$ cat src/rtl/leaf_ni_tx.sv
// leaf_ni_tx: clocked transmit network interface for a leaf input port of the
// asynchronous tree router. It buffers 9-bit flits from a valid/ready producer
// in a small FIFO and sends each one as a 1-of-2 x 9 dual-rail codeword. The
// codeword goes out under a four-phase return-to-zero handshake on out_e.
//
// Optional feature macro: LEAF_NI_TX_COUNT_EN
//   When defined, the tx_count port exists. It is a 16-bit wrapping count of
//   completed flits. When undefined, the port and the counter are absent.
//
// FSM states
//   state      | meaning
//   -----------+---------------------------------------------------------------
//   S_IDLE     | rails neutral; load the head flit once e_s=1 and FIFO non-empty
//   S_WAIT_ACK | codeword on rails; wait for a fresh e_s=0 (acknowledge)
//   S_NEUTRAL  | rails neutral; wait for a fresh e_s=1 (receiver released)

module leaf_ni_tx #(
    parameter int DEPTH       = 4,
    parameter int SYNC_STAGES = 2
) (
    input  logic        CLK,
    input  logic        _RESET,
    input  logic        in_valid,
    output logic        in_ready,
    input  logic [8:0]  in_data,
    output logic [8:0]  out_d1,
    output logic [8:0]  out_d0,
    input  logic        out_e
`ifdef LEAF_NI_TX_COUNT_EN
    ,
    output logic [15:0] tx_count
`endif
);

    localparam int AW = (DEPTH > 1) ? $clog2(DEPTH) : 1;
    localparam logic [AW:0] L_FULL = DEPTH[AW:0];

    typedef enum logic [1:0] {
        S_IDLE     = 2'd0,
        S_WAIT_ACK = 2'd1,
        S_NEUTRAL  = 2'd2
    } state_t;

    logic [8:0]             r_mem [DEPTH];
    logic [AW-1:0]          r_wr_ptr;
    logic [AW-1:0]          r_rd_ptr;
    logic [AW:0]            r_count;
    logic [SYNC_STAGES-1:0] r_sync;
    logic [8:0]             r_d1;
    logic [8:0]             r_d0;
    state_t                 r_state;

    state_t                 w_state_nxt;
    logic                   w_e_s;
    logic                   w_push;
    logic                   w_pop;
    logic                   w_load;
    logic                   w_clear;
    logic                   w_not_empty;

    assign in_ready    = (r_count != L_FULL);
    assign w_not_empty = (r_count != '0);
    // A push during reset is dropped; the reset branch below also wins.
    assign w_push      = in_valid && in_ready && _RESET;
    assign w_pop       = w_load;
    assign w_e_s       = r_sync[SYNC_STAGES-1];

    // The rails are registered so all 18 wires switch on the same edge.
    assign out_d1 = r_d1;
    assign out_d0 = r_d0;

    // Synchronize the asynchronous enable. Reset to 1 matches a receiver
    // that is idle and ready.
    always_ff @(posedge CLK) begin
        if (!_RESET) begin
            r_sync <= '1;
        end else begin
            r_sync <= {r_sync[SYNC_STAGES-2:0], out_e};
        end
    end

    // FIFO storage. There is no reset: the count is cleared, so stale entries are never read.
    always_ff @(posedge CLK) begin
        if (w_push) begin
            r_mem[r_wr_ptr] <= in_data;
        end
    end

    // FIFO pointers and occupancy. A push and a pop together leave the count unchanged.
    always_ff @(posedge CLK) begin
        if (!_RESET) begin
            r_wr_ptr <= '0;
            r_rd_ptr <= '0;
            r_count  <= '0;
        end else begin
            if (w_push) begin
                r_wr_ptr <= r_wr_ptr + 1'b1;
            end
            if (w_pop) begin
                r_rd_ptr <= r_rd_ptr + 1'b1;
            end
            case ({w_push, w_pop})
                2'b10:   r_count <= r_count + 1'b1;
                2'b01:   r_count <= r_count - 1'b1;
                default: r_count <= r_count;
            endcase
        end
    end

    // Handshake state register.
    always_ff @(posedge CLK) begin
        if (!_RESET) begin
            r_state <= S_IDLE;
        end else begin
            r_state <= w_state_nxt;
        end
    end

    // Next-state and rail-update decode. Each state waits on the opposite
    // level from the one that got it there, so every observed level is fresh.
    always_comb begin
        w_state_nxt = r_state;
        w_load      = 1'b0;
        w_clear     = 1'b0;
        case (r_state)
            S_IDLE: begin
                if (w_e_s && w_not_empty) begin
                    w_load      = 1'b1;
                    w_state_nxt = S_WAIT_ACK;
                end
            end
            S_WAIT_ACK: begin
                if (!w_e_s) begin
                    w_clear     = 1'b1;
                    w_state_nxt = S_NEUTRAL;
                end
            end
            S_NEUTRAL: begin
                if (w_e_s) begin
                    w_state_nxt = S_IDLE;
                end
            end
            default: begin
                w_state_nxt = S_IDLE;
            end
        endcase
    end

    // Rail registers. A load writes the flit and its complement, so no bit
    // pair is ever 11. Reset withdraws any codeword at once.
    always_ff @(posedge CLK) begin
        if (!_RESET) begin
            r_d1 <= '0;
            r_d0 <= '0;
        end else if (w_load) begin
            r_d1 <= r_mem[r_rd_ptr];
            r_d0 <= ~r_mem[r_rd_ptr];
        end else if (w_clear) begin
            r_d1 <= '0;
            r_d0 <= '0;
        end
    end

`ifdef LEAF_NI_TX_COUNT_EN
    logic [15:0] r_tx_count;

    // Count completed flits (WAIT_ACK to NEUTRAL); the counter wraps at 16 bits.
    always_ff @(posedge CLK) begin
        if (!_RESET) begin
            r_tx_count <= '0;
        end else if (w_clear) begin
            r_tx_count <= r_tx_count + 16'd1;
        end
    end

    assign tx_count = r_tx_count;
`endif

endmodule

$ cat config.mk
export PLATFORM = sky130hd
export DESIGN_NAME = leaf_ni_tx
export DESIGN_NICKNAME = d
export VERILOG_FILES = /design/src/rtl/leaf_ni_tx.sv
export SDC_FILE = /design/constraint.sdc
export NUM_CORES = 1
export LEC_CHECK = 0
export CORE_ASPECT_RATIO = 0.6
export CORE_MARGIN = 5
export CORE_UTILIZATION = 60
export CTS_BUF_LIST = sky130_fd_sc_hd__clkbuf_8
export DETAILED_ROUTE_END_ITERATION = 10
export HOLD_SLACK_MARGIN = 0.15
export PLACE_DENSITY_LB_ADDON = 0.2
export SLEW_MARGIN = 20
export SYNTH_ARGS = -nofsm -noshare
export SYNTH_HDL_FRONTEND = slang
export SYNTH_SLANG_ARGS = --single-unit
export TNS_END_PERCENT = 20
$ cat constraint.sdc
create_clock -name CLK -period 4.4 [get_ports CLK]
set_input_delay 0.44 -clock CLK [delete_from_list [all_inputs] [get_ports CLK]]
set_output_delay 0.44 -clock CLK [all_outputs]
set_load 0.005 [all_outputs]
==> results of run 1 <==
## sequential cells by signal (all words and copies together) (netlist names), named ones only
signal / count
r_sync: 2
r_wr_ptr: 2
r_rd_ptr: 2
r_state: 2
out_d1: 9
out_d0: 9
r_mem: 36
r_count: 3
## Yosys cell counts
| cell | n | share of area [%] |
|---|---|---|
| nor2_1 | 7 | 1.0 |
| nand3_1 | 23 | 4.5 |
| o31ai_1 | 1 | 0.29 |
| xor2_1 | 2 | 0.69 |
| clkinv_1 | 1 | 0.15 |
| clkbuf_2 | 1 | 0.20 |
| xnor2_1 | 1 | 0.34 |
| fa_1 | 1 | 0.78 |
| mux4_2 | 9 | 7.9 |
| clkbuf_1 | 3 | 0.44 |
| inv_1 | 13 | 1.9 |
| buf_6 | 1 | 0.44 |
| buf_2 | 3 | 0.59 |
| edfxtp_1 | 36 | 42 |
| or4_1 | 1 | 0.29 |
| nor2_2 | 1 | 0.25 |
| or3_1 | 2 | 0.49 |
| ha_1 | 5 | 2.4 |
| or3b_1 | 1 | 0.34 |
| nor3_2 | 1 | 0.39 |
| buf_1 | 1 | 0.15 |
| dfxtp_1 | 31 | 24 |
| nand2b_1 | 2 | 0.49 |
| o2111a_1 | 1 | 0.44 |
| a21oi_1 | 7 | 1.4 |
| nor3b_1 | 2 | 0.59 |
| o22ai_1 | 9 | 2.2 |
| o2bb2ai_1 | 9 | 3.1 |
| or3b_2 | 1 | 0.34 |
| o21ai_0 | 4 | 0.78 |
| nor3_1 | 2 | 0.39 |
## layer usage
| metal | wire length, µm | share of wire (%) | vias up | GRT usage [%] |
|---|---|---|---|---|
| met1 | 2250 | 43 | 772 | 26.6 |
| met3 | 532 | 10 | 4 | 10.3 |
| met5 | 0 | 0 | - | 0 |
| met4 | 34 | 0.65 | 0 | 7.00 |
| met2 | 2410 | 46 | 83 | 32.4 |
| li1 | - | - | 751 | - |
## final cells by class
class | count | area [µm²] | area share, %
Inverter | 14 | 52.6 | 1.69
Multi-Input combinational cell | 92 | 753 | 24.3
Tap cell | 60 | 75.1 | 2.42
Timing Repair Buffer | 31 | 310 | 10.0
Clock buffer | 12 | 165 | 5.33
Clock inverter | 4 | 42.5 | 1.37
Sequential cell | 67 | 1700 | 54.9
## per-stage QoR
stage	total power [mW]	std cells	setup WS, ns
6_report	1.97	280	1.44
5_1_grt	2.08	280	1.27
4_1_cts	1.97	280	1.48
3_5_place_dp	1.45	264	1.33
3_3_place_gp	1.41	264	1.45
2_1_floorplan	1.21	182	1.93
## final timing paths
path | endpoint | slack (ns) | depth (start not counted)
min | r_sync[1]$_SDFF_PN1_ | 0.43 | 1
max reg2reg | r_count[2]$_SDFFE_PN0P_ | 1.44 | 8
min reg2reg | r_sync[1]$_SDFF_PN1_ | 0.43 | 1
max | r_count[2]$_SDFFE_PN0P_ | 1.44 | 8
## kinds of logic after synthesis
group | after synthesis | synth area share, %
AOI/OAI and AO/OA | 31 | 8.18
adders and majority gates | 6 | 3.23
buffers and inverters | 23 | 3.87
xor gates and xnor gates | 3 | 1.03
and+or+nand+nor | 43 | 9.11
muxes | 9 | 7.94
DFF | 67 | 66.6
## cells in the final DEF (no fill, tap or decap)
| cell | n |
|---|---|
| nor3b_1 | 2 |
| clkdlybuf4s50_1 | 31 |
| a21oi_1 | 7 |
| or4_1 | 1 |
| xnor2_1 | 1 |
| nor2_2 | 1 |
| o21ai_0 | 4 |
| nor2_1 | 7 |
| or3b_1 | 1 |
| clkinv_1 | 1 |
| clkinv_2 | 1 |
| o22ai_1 | 9 |
| o31ai_1 | 1 |
| mux4_2 | 9 |
| nand3_1 | 23 |
| o2bb2ai_1 | 9 |
| clkbuf_8 | 12 |
| or3_1 | 2 |
| fa_1 | 1 |
| nor3_2 | 1 |
| edfxtp_1 | 36 |
| dfxtp_1 | 31 |
| ha_1 | 5 |
| inv_1 | 15 |
| bufinv_16 | 1 |
| nand2b_1 | 2 |
| nor3_1 | 2 |
| or3b_2 | 1 |
| xor2_1 | 2 |
| o2111a_1 | 1 |
## worst max-delay path, delay by kind of cell (launching register included)
family	cells	cell delay, ns
xor gates and xnor gates	1	0.15
adders and majority gates	2	0.70
and+or+nand+nor	3	1.42
buffers and inverters	1	0.06
AOI/OAI and AO/OA	1	0.15
DFF	1	0.38
## where the power goes
part	switching [mW]	internal (mW)
sequential	0.0969	0.780
combinational	0.271	0.297
clock	0.218	0.303
total	0.585	1.38
==> summary.md, run 1 <==
| Metric | Value |
|---|---|
| Netlist cell types | `31` |
| Post-DR vias/cell | `5.75` |
| Clk root buf | `clkbuf_8` |
| Number of global-route vias before repair | `1581` |
| Initial antenna violation count | `0` |
| Drt drc | `0` |
| Post-DP Area | `2890 µm²` |
| Pleak | `1.04 nW` |
| Share of cells above drive strength 1 | `11.8%` |
| Unrepaired setup endpoints after global routing | `false` |
| Final nets | `234` |
| Antenna-violating nets left | `0` |
| CP required | `4.65 ns` |
| Hpwl dp | `3580 µm` |
| Die Y | `60.5 µm` |
| Gpl congestion | `just under 0.8` |
| Hold wc startpoint | `r_sync[0]$_SDFF_PN1_` |
| Core area | `4100 µm²` |
| Slowest CP cell | `nor2_2` |
| Area delta synth->final | `21.4%` |
| Crit-path cells | `or3b_1, nor2_2, ha_1, inv_1, fa_1, xor2_1, or3_1, a21oi_1` |
| TritonCTS clock tree | `yes` |
| Post-synthesis instance total | `182` |
| Ports | `32` |
| Pin count of the biggest net entering global routing | `25` |
| Drt first pass iters | `4` |
| Clock Skew | `0.0108 ns` |
| Starting Density | `slightly above 60%` |
| Final period utilization | `between 60% and 70%` |
| CP Launch Point | `r_sync[1]$_SDFF_PN1_` |
| CP Class | `reg -> reg` |
| Worst path max stage delay | `0.65 ns` |
| Total Routed Length | `5220 µm` |
| Flops & latches, synth | `67` |
| Syn_nets | `201` |
| Maximum VDD drop | `385 µV` |
| Fin util | `between 70% and 80%` |
| First-pass GRT wire length | `8340 µm` |
| Final min period | `2.96 ns` |
| GRT overflow | `0` |
| Min Hold Slack | `0.432 ns` |
| Tot GR Track Use | `21.0%` |
| Max-Cap Viols | `0` |
| Synth Area per Inst | `14.0 µm²` |
| Post-synthesis cell area | `2550 µm²` |
| Antenna cell count | `0` |
| Highest Clock Rate | `0.338 GHz` |
| Final Cell Area | `~3100 µm²` |
| Post-synthesis sequential area ratio | `66.6%` |
| Post-cts sizing count | `0` |
| FILL cells | `264` |
| Htree depth | `3` |
| Clock sink count | `67` |
| Vias post-DR | `1610` |
| Port Buffers | `31` |
| PD cells | `634 nW/µm²` |
| YS warnings | `0` |
| Rows | `18` |
| WL per Instance | `~19 µm` |
| CP endpoint kind | `register` |
| CTS Buf Count | `9` |
| Post-CTS setup buffer count | `0` |
| Clk slew on worst S/H paths | `approximately 0.070 ns` |
| Hold Fails Final Rpt | `0` |
| Final TNS setup | `0 ns` |
| Slew headroom | `39.7%` |
| Worst Tran Pin Value | `between 0.9 and 1 ns` |
| Hold_buf cts | `0` |
| Die X | `roughly 94 µm` |
| Critical-path maximum fanout | `19` |
| CP arrival | `3.21 ns` |
| Clk buf depth | `2` |
| Worst setup SP type | `register` |
| Clk_lat worst skew | `0.34 ns` |
| Die area | `about 5700 µm²` |
| Final setup violation count | `0` |
| Iter 0 DRT Violations | `211` |
| R2r startpoint | `r_sync[1]$_SDFF_PN1_` |
| Fin. max-slew vios | `0` |
| Hold Crit Class | `reg -> reg` |
| Status | `complete, no violations` |
(Power assumes the default switching activity.)
==> inputs of run 2 (changes only) <==
CORE_UTILIZATION = 57   (was 60)
clock period = 3 ns   (was 4.4 ns; I/O delays follow)
==> run 2 against run 1 <==
  * Global-route usage is 1.3 points lower
  * Critical path type unchanged
  * Critical path depth is 1 higher
  * Count of clock-buffer cells in the layout is 3 lower
  * Design area is 1.0% lower
  * Clock power is 15% higher
==> summary.md, run 2 (synthesis gave the netlist of run 1 again) <==
| Metric | Value |
|---|---|
| Status | `complete, no violations` |
| Area delta synth->final | `20.2%` |
| Final setup violation count | `0` |
| FILL cells | `287` |
| Commonest cells after routing, fill and taps aside | `edfxtp_1 (36), dfxtp_1 (31), clkdlybuf4s50_1 (31)` |
| Highest Clock Rate | `0.390 GHz` |
| CP required | `3.26 ns` |
| Maximum VDD drop | `465 µV` |
| Unrepaired setup endpoints after global routing | `false` |
| CP arrival | `2.82 ns` |
| Fin. max-slew vios | `0` |
| Post-cts sizing count | `0` |
| Antenna cell count | `0` |
| Hold Path Cell Cnt | `1` |
| Final TNS setup | `0 ns` |
| Max reg flops | `36` |
| Worst setup SP type | `register` |
| Cells on worst reg2reg path | `9` |
| Final Non-Filler Cells | `282` |
| Die X | `96.4 µm` |
| CP Launch Point | `r_count[2]$_SDFFE_PN0P_` |
| CP Class | `reg -> reg` |
| Hold wc startpoint | `r_sync[0]$_SDFF_PN1_` |
| Max-Cap Viols | `0` |
| Die Y | `61.8 µm` |
| Worst Tran Pin Value | `0.852 ns` |
| Hold_buf cts | `0` |
| Pin count of the biggest net entering global routing | `24` |
| Core area | `about 4200 µm²` |
| Multi-input logic area | `753 µm²` |
| Clock Skew | `0.00892 ns` |
| Starting Density | `60.6%` |
| Pleak | `around 1.0 nW` |
| R2R Path End | `r_count[2]$_SDFFE_PN0P_` |
| Cell total after placement | `266` |
| Clock sink count | `67` |
| Most common cell after layout, fill and taps aside | `edfxtp_1` |
| Clk slew on worst S/H paths | `0.07 ns` |
| Iter 0 DRT Violations | `110` |
| CP endpoint kind | `register` |
| Post-CTS setup buffer count | `0` |
| Reg2reg setup slack | `0.44 ns` |
| Final period utilization | `85.5%` |
| Share of cells above drive strength 1 | `12.2%` |
| Rows | `18` |
| Die area | `5960 µm²` |
| Number of global-route vias before repair | `between 1.5k and 2k` |
| R2r startpoint | `r_count[2]$_SDFFE_PN0P_` |
| Port Buffers | `31` |
| Tot GR Track Use | `19.8%` |
| TritonCTS clock tree | `yes` |
| Vias post-DR | `1577` |
| Antenna-violating nets left | `0` |
| Htree depth | `3` |
| GRT overflow | `0` |
| Hold Crit Class | `reg -> reg` |
| PD cells | `between 800 and 900 nW/µm²` |
| Initial antenna violation count | `0` |
| Post-DR vias/cell | `5.59` |
| Hpwl dp | `roughly 3700 µm` |
| CP endpoint | `r_count[2]$_SDFFE_PN0P_` |
| WL per Instance | `18.0 µm` |
| Slew headroom | `a little over two fifths` |
| Reg area | `1700 µm²` |
| Clk root buf | `clkbuf_8` |
| Critical-path maximum fanout | `5` |
| CTS Buf Count | `9` |
| Drt first pass iters | `4` |
| Total Routed Length | `5090 µm` |
| Hold Fails Final Rpt | `0` |
| Clk_lat worst skew | `0.33 ns` |
| First-pass GRT wire length | `8180 µm` |
| Drt drc | `0` |
| Final min period | `2.56 ns` |
| Gpl congestion | `0.827` |
| Final nets | `236` |
| Ports | `32` |
| Clk buf depth | `2` |
| Reg with most FFs | `r_mem` |
-- run 2: critical path, cell delays in order (launching register included) --
cell and delay (ns):
dfxtp_1 0.39, nor3b_1 0.39, inv_1 0.17, nand3_1 0.22, ha_1 0.22, inv_1 0.08, fa_1 0.39, xor2_1 0.18
or3_1 0.31, a21oi_1 0.15
-- run 2: area by class of cell --
class | instances | share of cell area, %
clock buffers | 9 | 4.04
clock inverters | 7 | 1.22
inverters | 14 | 1.71
multi-input cells | 92 | 24.5
flip-flops and latches | 67 | 55.4
well taps | 60 | 2.45
repair buffers | 33 | 10.6
-- run 2: routing by layer --
| metal | vias up | wire (µm) | GRT usage [%] |
|---|---|---|---|
| li1 | 756 | - | - |
| met5 | - | 0 | 0 |
| met3 | 9 | 370 | 6.86 |
| met2 | 60 | 2410 | 32.2 |
| met4 | 0 | 74 | 7.58 |
| met1 | 752 | 2240 | 25.0 |
-- run 2: worst min-delay path by stage --
stage	end	slack [ns]
global route	r_sync[1]$_SDFF_PN1_	0.46
finish	r_sync[1]$_SDFF_PN1_	0.43
detailed placement	r_sync[1]$_SDFF_PN1_	0.41
global placement	r_sync[1]$_SDFF_PN1_	0.41
CTS	r_sync[1]$_SDFF_PN1_	0.43
floorplan	r_sync[1]$_SDFF_PN1_	0.39
-- run 2: through the flow --
step / cell area (µm²) / setup slack [ns] / util, % / total power [mW] / hold WS, ns
after floorplan: 2550 / 0.526 / - / 1.77 / 0.386
after global placement: 2910 / 0.759 / 69.0 / 2.09 / 0.415
after detailed placement: 2910 / 0.494 / 69.0 / 2.16 / 0.407
after CTS: 3070 / 0.477 / 72.9 / 2.77 / 0.428
after global routing: 3070 / 0.224 / 72.9 / 2.91 / 0.460
final: 3070 / 0.435 / 72.9 / 2.74 / 0.428
-- run 2: power breakdown --
part           total (mW)  internal [mW]  switching (mW)
Clock               0.601          0.289           0.313
Combinational       0.854          0.450           0.404
Sequential           1.29           1.14           0.143
Total                2.74           1.88           0.859
